## config.mk

```make
export PLATFORM = sky130hd
export DESIGN_NAME = sel_pipe_reg_flat
export DESIGN_NICKNAME = d
export VERILOG_FILES = /design/src/rtl/sel_pipe_reg_if.sv /design/src/rtl/sel_pipe_reg.sv /design/src/flat_wrapper.sv
export SDC_FILE = /design/constraint.sdc
export NUM_CORES = 1
export LEC_CHECK = 0
export ABC_AREA = 0
export CORE_ASPECT_RATIO = 0.75
export CORE_UTILIZATION = 40
export CTS_BUF_LIST = sky130_fd_sc_hd__clkbuf_8
export DETAILED_ROUTE_END_ITERATION = 8
export PLACE_DENSITY = 0.77
export SYNTH_ARGS = -nofsm -noshare
export SYNTH_HDL_FRONTEND = slang
export SYNTH_SLANG_ARGS = --single-unit
```

## constraint.sdc

```tcl
create_clock -name clk -period 3.2 [get_ports clk]
set_clock_uncertainty 0.15 [all_clocks]
set_input_delay 0.48 -clock clk [delete_from_list [all_inputs] [get_ports clk]]
set_output_delay 0.48 -clock clk [all_outputs]
set_load 0.02 [all_outputs]
```

## src/rtl/sel_pipe_reg_if.sv

```systemverilog
// Handshake bundle for sel_pipe_reg: channel inputs, select, valid/ready on both sides,
// plus the select-error pulse and the output transfer counter.
interface sel_pipe_reg_if #(
   parameter int WIDTH = 8,
   parameter int NCH   = 4,
   parameter int CW    = 16
) ();
   localparam int SW = $clog2(NCH);

   logic [NCH*WIDTH-1:0] in_data;
   logic [SW-1:0]        sel;
   logic                 in_valid;
   logic                 in_ready;
   logic [WIDTH-1:0]     out_data;
   logic                 out_valid;
   logic                 out_ready;
   logic                 sel_err;
   logic [CW-1:0]        xfer_cnt;

   // Producer/consumer side that drives the block
   modport master (
      output in_data, sel, in_valid, out_ready,
      input  in_ready, out_data, out_valid, sel_err, xfer_cnt
   );

   // The select-and-register block itself
   modport slave (
      input  in_data, sel, in_valid, out_ready,
      output in_ready, out_data, out_valid, sel_err, xfer_cnt
   );
endinterface

```

## src/rtl/sel_pipe_reg.sv

```systemverilog
// N-channel select followed by a DEPTH-stage all-flop pipeline with valid/ready flow control.
// The whole pipeline either advances together or holds together; a stall happens only when
// the last stage holds a word the consumer is not taking.
module sel_pipe_reg #(
   parameter int WIDTH = 8,
   parameter int NCH   = 4,
   parameter int DEPTH = 2,
   parameter int CW    = 16
) (
   input  logic          clk,
   input  logic          rstn,
   sel_pipe_reg_if.slave bus
);

   logic [WIDTH-1:0] r_data [DEPTH];
   logic [DEPTH-1:0] r_valid;
   logic             r_sel_err;
   logic [CW-1:0]    r_xfer_cnt;

   logic             w_stall;
   logic             w_accept;
   logic             w_xfer;
   logic             w_sel_bad;
   logic [WIDTH-1:0] w_mux_data;

   // in_ready looks only at the output side, so there is no path from in_valid to in_ready
   assign w_stall   = r_valid[DEPTH-1] && !bus.out_ready;
   assign w_accept  = bus.in_valid && !w_stall;
   assign w_xfer    = r_valid[DEPTH-1] && bus.out_ready;
   assign w_sel_bad = int'(bus.sel) >= NCH;

   assign bus.in_ready  = !w_stall;
   assign bus.out_data  = r_data[DEPTH-1];
   assign bus.out_valid = r_valid[DEPTH-1];
   assign bus.sel_err   = r_sel_err;
   assign bus.xfer_cnt  = r_xfer_cnt;

   // Channel mux; an out-of-range select yields all-zero data
   always_comb begin
      w_mux_data = '0;
      for (int k = 0; k < NCH; k++) begin
         if (int'(bus.sel) == k) begin
            w_mux_data = bus.in_data[k*WIDTH +: WIDTH];
         end
      end
   end

   // Pipeline stages: load stage 0 from the mux, shift the rest, hold everything on stall
   always_ff @(posedge clk) begin
      if (!rstn) begin
         for (int i = 0; i < DEPTH; i++) begin
            r_data[i] <= '0;
         end
         r_valid <= '0;
      end else if (!w_stall) begin
         r_data[0]  <= w_mux_data;
         r_valid[0] <= bus.in_valid;
         for (int i = 1; i < DEPTH; i++) begin
            r_data[i]  <= r_data[i-1];
            r_valid[i] <= r_valid[i-1];
         end
      end
   end

   // One-cycle error pulse on the edge that accepts a word with an invalid select
   always_ff @(posedge clk) begin
      if (!rstn) begin
         r_sel_err <= 1'b0;
      end else begin
         r_sel_err <= w_accept && w_sel_bad;
      end
   end

   // Free-running, wrapping count of completed output transfers
   always_ff @(posedge clk) begin
      if (!rstn) begin
         r_xfer_cnt <= '0;
      end else if (w_xfer) begin
         r_xfer_cnt <= r_xfer_cnt + CW'(1);
      end
   end

endmodule

```

## src/flat_wrapper.sv

```systemverilog
// flat-port wrapper written by rule: the top's interface ports become plain ports
module sel_pipe_reg_flat 
#(
   parameter int WIDTH = 8,
   parameter int NCH   = 4,
   parameter int DEPTH = 2,
   parameter int CW    = 16
)
  (clk, rstn, bus_in_data, bus_sel, bus_in_valid, bus_out_ready, bus_in_ready, bus_out_data, bus_out_valid, bus_sel_err, bus_xfer_cnt);
  sel_pipe_reg_if #(.WIDTH(WIDTH), .NCH(NCH), .CW(CW)) bus_i ();
  input  logic clk;
  input  logic rstn;
  input wire logic [$bits(bus_i.in_data)-1:0] bus_in_data;
  input wire logic [$bits(bus_i.sel)-1:0] bus_sel;
  input wire logic [$bits(bus_i.in_valid)-1:0] bus_in_valid;
  input wire logic [$bits(bus_i.out_ready)-1:0] bus_out_ready;
  output wire logic [$bits(bus_i.in_ready)-1:0] bus_in_ready;
  output wire logic [$bits(bus_i.out_data)-1:0] bus_out_data;
  output wire logic [$bits(bus_i.out_valid)-1:0] bus_out_valid;
  output wire logic [$bits(bus_i.sel_err)-1:0] bus_sel_err;
  output wire logic [$bits(bus_i.xfer_cnt)-1:0] bus_xfer_cnt;
  assign bus_i.in_data = bus_in_data;
  assign bus_i.sel = bus_sel;
  assign bus_i.in_valid = bus_in_valid;
  assign bus_i.out_ready = bus_out_ready;
  assign bus_in_ready = bus_i.in_ready;
  assign bus_out_data = bus_i.out_data;
  assign bus_out_valid = bus_i.out_valid;
  assign bus_sel_err = bus_i.sel_err;
  assign bus_xfer_cnt = bus_i.xfer_cnt;
  sel_pipe_reg #(.WIDTH(WIDTH), .NCH(NCH), .DEPTH(DEPTH), .CW(CW)) u_core (.clk(clk), .rstn(rstn), .bus(bus_i));
endmodule
```

After elaboration in Yosys (flattened, before gate mapping)

Memories as Yosys holds them, arrays and structs flattened.
Index checks and enable logic that the tools add are counted.

Flip-flop bits (word level): 18
Bits in writable memories: 16
Output and inout port bits: 27
Logic and storage cells: 24
Memories kept: 1

Add/sub/neg operators: 1
Equality and inequality tests: 3
Multiplexer cells: 10
Bitwise gates (word level): 2
Reduce and logical (&&, ||, !) cells: 5

Memory list:

| name          | words | bits a word | read ports | clocked after memory_dff | wr ports | line               | RTL |
|---|---|---|---|---|---|---|---|
| u_core.r_data | 2     | 8           | 2          | 0                        | 2        | sel_pipe_reg.sv:15 | `logic [WIDTH-1:0] r_data [DEPTH];` |

Operators by type and width:

| cell                                                                   | number |
|---|---|
| 8-bit two-way mux                                                      | 6 |
| 16-bit by 1-bit adder with 16-bit output (second input constant)       | 1 |
| 2-bit equality test (second input constant)                            | 2 |
| 1-bit two-way mux                                                      | 4 |
| 2-bit by 1-bit equality test with 1-bit output (second input constant) | 1 |
| 1-bit logical AND                                                      | 2 |
| 1-bit zero test                                                        | 2 |
| 2-bit zero test                                                        | 1 |
| 1-bit OR                                                               | 2 |

Logic depth before layout (Yosys ltp)

Gate-level depths: netlist (run 1).

Depth in word-level cells: 6
Mapped depth: 5
Depth with buffers taken out: 4

Worst setup path after synthesis (run 1)

OpenSTA, ideal clock, no wires.

Path type: flip-flop to flip-flop
Start point: register u_core.r_valid[1]
End point: register u_core.r_xfer_cnt[15] (netlist: u_core.bus.xfer_cnt[15])
Arrival: 1.587 ns
Required time: 2.978 ns
Path slack: 1.392 ns
Stages on the path, launching flop included: 6
Period minus slack after synthesis: 1.808 ns
Path through: dfxtp_1 -> and4_1 -> buf_6 -> nand4_4 -> or4_1 -> a21oi_1

Cells in the longest elaborated chain, start to end: 1

RTL lines:

| item                            | line               | RTL |
|---|---|---|
| start, declared                 | sel_pipe_reg.sv:16 | `logic [DEPTH-1:0] r_valid;` |
| start signal, assigned by index | sel_pipe_reg.sv:60 | `r_valid[i] <= r_valid[i-1];` |
| 1-bit logical AND               | sel_pipe_reg.sv:29 | `assign w_xfer = r_valid[DEPTH-1] && bus.out_ready;` |
| end signal, assigned            | sel_pipe_reg.sv:79 | `r_xfer_cnt <= r_xfer_cnt + CW'(1);` |
| end, declared                   | sel_pipe_reg.sv:18 | `logic [CW-1:0] r_xfer_cnt;` |

Every way passes these cells.
A chain may end at the register's enable or synchronous reset.

Final worst setup path (run 1)

Start point: input port bus_out_ready
End point: output port bus_in_ready

Cells in the longest elaborated chain, start to end: 3

RTL lines:

| item              | line               | RTL |
|---|---|---|
| start, declared   | flat_wrapper.sv:16 | `input wire logic [$bits(bus_i.out_ready)-1:0] bus_out_ready;` |
| 1-bit zero test   | sel_pipe_reg.sv:27 | `assign w_stall = r_valid[DEPTH-1] && !bus.out_ready;` |
| 1-bit logical AND | sel_pipe_reg.sv:27 |  |
| 1-bit zero test   | -                  |  |
| end, declared     | flat_wrapper.sv:17 | `output wire logic [$bits(bus_i.in_ready)-1:0] bus_in_ready;` |

Every way passes these cells.

==> results.tsv, run 1 <==
metric	value	unit
wl	3216	µm
cts-root-buf	clkbuf_8	
synthCells	144	
p_leak	0.0008908	µW
fp.dieArea	0.004351	mm²
drtIter0Drc	55	
dp.cells	244	
drv_slew	0	
hold_buffers	0	
grt_remaining_overflow	0	
cts_resized	0	
syn_nets	183	
drive_gt1_share	7.500	%
place.gp.congestion	0.7685	
via_count	1243	
fmax	357.5	MHz
synth_area_leaders	edfxtp_1 (29%), dfxtp_1 (22%), mux4_2 (11%)	
cp-end-kind	output pin	
vdd_drop_max	0.0002010	V
first_pass_iters	4	
finalNonFillerCells	252	
syn_area	0.001635	mm²
io-pin-count	65	
num_antenna_cells	0	
grt_first_pass_wirelength	5119	µm
coreArea	0.003780	mm²
period_share	87.41	%
setup_viol	0	
netlist.area_leader.share	29.38	%
crit_type	primary input to output pin	
ys_types	27	
io_buffers	63	
netlist.top_cell.by_area	edfxtp_1	
rsz0062_at_grt	false	
drv_cap	0	
fin_nets	238	
fp.dieW	75.83	µm
path_clk_slew	0.06	ns
syn_area_per_cell	11.36	µm²
rows	19	
tightest_slew	0.5957	ns
fin_crit	2.797	ns
cp_max_fo	18	
hpwlAfterDp	2550	µm
power_density	392.6	mW/mm²
crit_chain	clkdlybuf4s50_1 > nor2b_1 > inv_1 > clkdlybuf4s50_1	
via_per_inst	4.933	
yosys_register_bits	34	
seqCellArea	840.8	µm²
antenna_found_initial	0	
hp-class	register to register	
cts_buffers	5	
die_h	57.38	µm
critPathMostFrequentCell	clkdlybuf4s50_1	
area_delta_synth_final	42.00	%
initial_core_util	43.26	%
fin_tns_setup	0	ns
num-fill-cells	285	
cts.path.max_buffers	2	
grt_pass1_vias	1164	
run_status	finished, final reports clean	
grt_use_total	16.26	%
fin_util	61.44	%
arrival	2.17	ns
slowest_stage	clkdlybuf4s50_1	
grt_max_degree	19	
clock-sinks	34	
hold_ws	0.3152	ns
h-tree-depth	2	
insertion_delay	0.28	ns
avgRoutedWirePerCell	12.76	µm
slew_headroom	60.19	%
drcViolationCount	0	
yosysSeqAreaShare	51.42	%
cts_setup_buffers	0	
worstSetupStartpointType	primary input	
yosysWarnings	0	
multi_input_area	684.4	µm²
cp.required	2.57	ns
ant_nets	0	
cts_tree	built	
hold_viol	0	
max_stage_delay	0.68	ns
synth_stat cells:
cell type / instances
mux4_2: 8
nand4_4: 1
ha_1: 1
inv_1: 2
nor2_1: 11
or3_1: 5
nand3_1: 5
or4_1: 1
nor2b_1: 1
buf_1: 1
o21ai_0: 5
buf_6: 1
and3_1: 18
clkinv_1: 1
o31ai_1: 1
nand2_1: 9
buf_4: 9
edfxtp_1: 16
nand4_1: 5
clkbuf_1: 3
and4_1: 2
a21oi_1: 8
conb_1: 1
buf_2: 1
nand4b_1: 1
xor2_1: 9
dfxtp_1: 18
layout by cell type (no fill, tap or decap), drive strengths merged:
cell / count
dfxtp: 18
or3: 5
edfxtp: 16
nand2: 9
nand3: 5
clkdlybuf4s50: 63
clkbuf: 6
xor2: 9
conb: 1
clkinv: 1
ha: 1
inv: 4
nor2b: 1
nor2: 11
o31ai: 1
and3: 18
or4: 1
o21ai: 5
nand4: 6
a21oi: 8
nand4b: 1
mux4: 8
and4: 2
registers in the layout, indices dropped and copies added (netlist names):
| name | cells |
|---|---|
| u_core.r_data | 16 |
| u_core.r_valid | 2 |
| u_core.bus.xfer_cnt | 16 |
power by group:
| group | switching (µW) | internal (µW) | total, µW | leakage [µW] |
|---|---|---|---|---|
| combinational | 43.9 | 79.1 | 123 | 0.000505 |
| sequential | 7.07 | 476 | 483 | 0.000332 |
| clock | 137 | 169 | 305 | 0.0000538 |
logic make-up after synthesis:
| family | synth area share, % |
|---|---|
| AOI/OAI and AO/OA | 4.438 |
| xor gates and xnor gates | 4.820 |
| and+or+nand+nor | 20.58 |
| DFF | 51.42 |
| adders and majority gates | 0.7650 |
| buffers and inverters | 6.732 |
| other | 0.2293 |
| muxes | 11.02 |
per-stage QoR:
stage,setup WS (ns),cell area [µm²],power [µW]
6_report,0.4028,2322,911.8
5_1_grt,0.2994,2322,948.0
4_1_cts,0.4091,2322,920.7
3_5_place_dp,0.4100,2232,617.2
3_3_place_gp,0.4738,2232,612.9
2_1_floorplan,1.392,1635,556.3
area by class of cell:
| type | count | area share [%] |
|---|---|---|
| Clock inverter | 2 | 0.3233 |
| Tap cell | 52 | 2.802 |
| Inverter | 3 | 0.4849 |
| Multi-Input combinational cell | 92 | 29.47 |
| Clock buffer | 6 | 3.556 |
| Timing Repair Buffer | 63 | 27.16 |
| Sequential cell | 34 | 36.21 |
critical path: cells and delay by family:
family	cells	cell delay, ns
buffers and inverters	3	1.56
AND/OR/NAND/NOR	1	0.12
layer usage:
metal  wire (µm)  track usage [%]  vias up
li1            -                -      635
met1        1398            20.07      563
met2        1597            26.04       41
met3         166            5.124        4
met4          53            7.143        0
met5           0                0        -
worst paths after layout:
check	from	to	slack, ns	depth (start not counted)
max	bus_out_ready	bus_in_ready	0.40	4
min	u_core.r_valid[0]	u_core.r_valid[0]	0.32	2
max reg2reg	u_core.r_valid[1]	u_core.bus.xfer_cnt[15]	1.28	4
min reg2reg	u_core.r_valid[0]	u_core.r_valid[0]	0.32	2
Power figures use the tool's default switching activity.
==> run 2: changes to the inputs <==
- SLEW_MARGIN: default -> 20
==> results of run 2 <==
The final DEF is identical to that of run 1; final timing and power are the same.
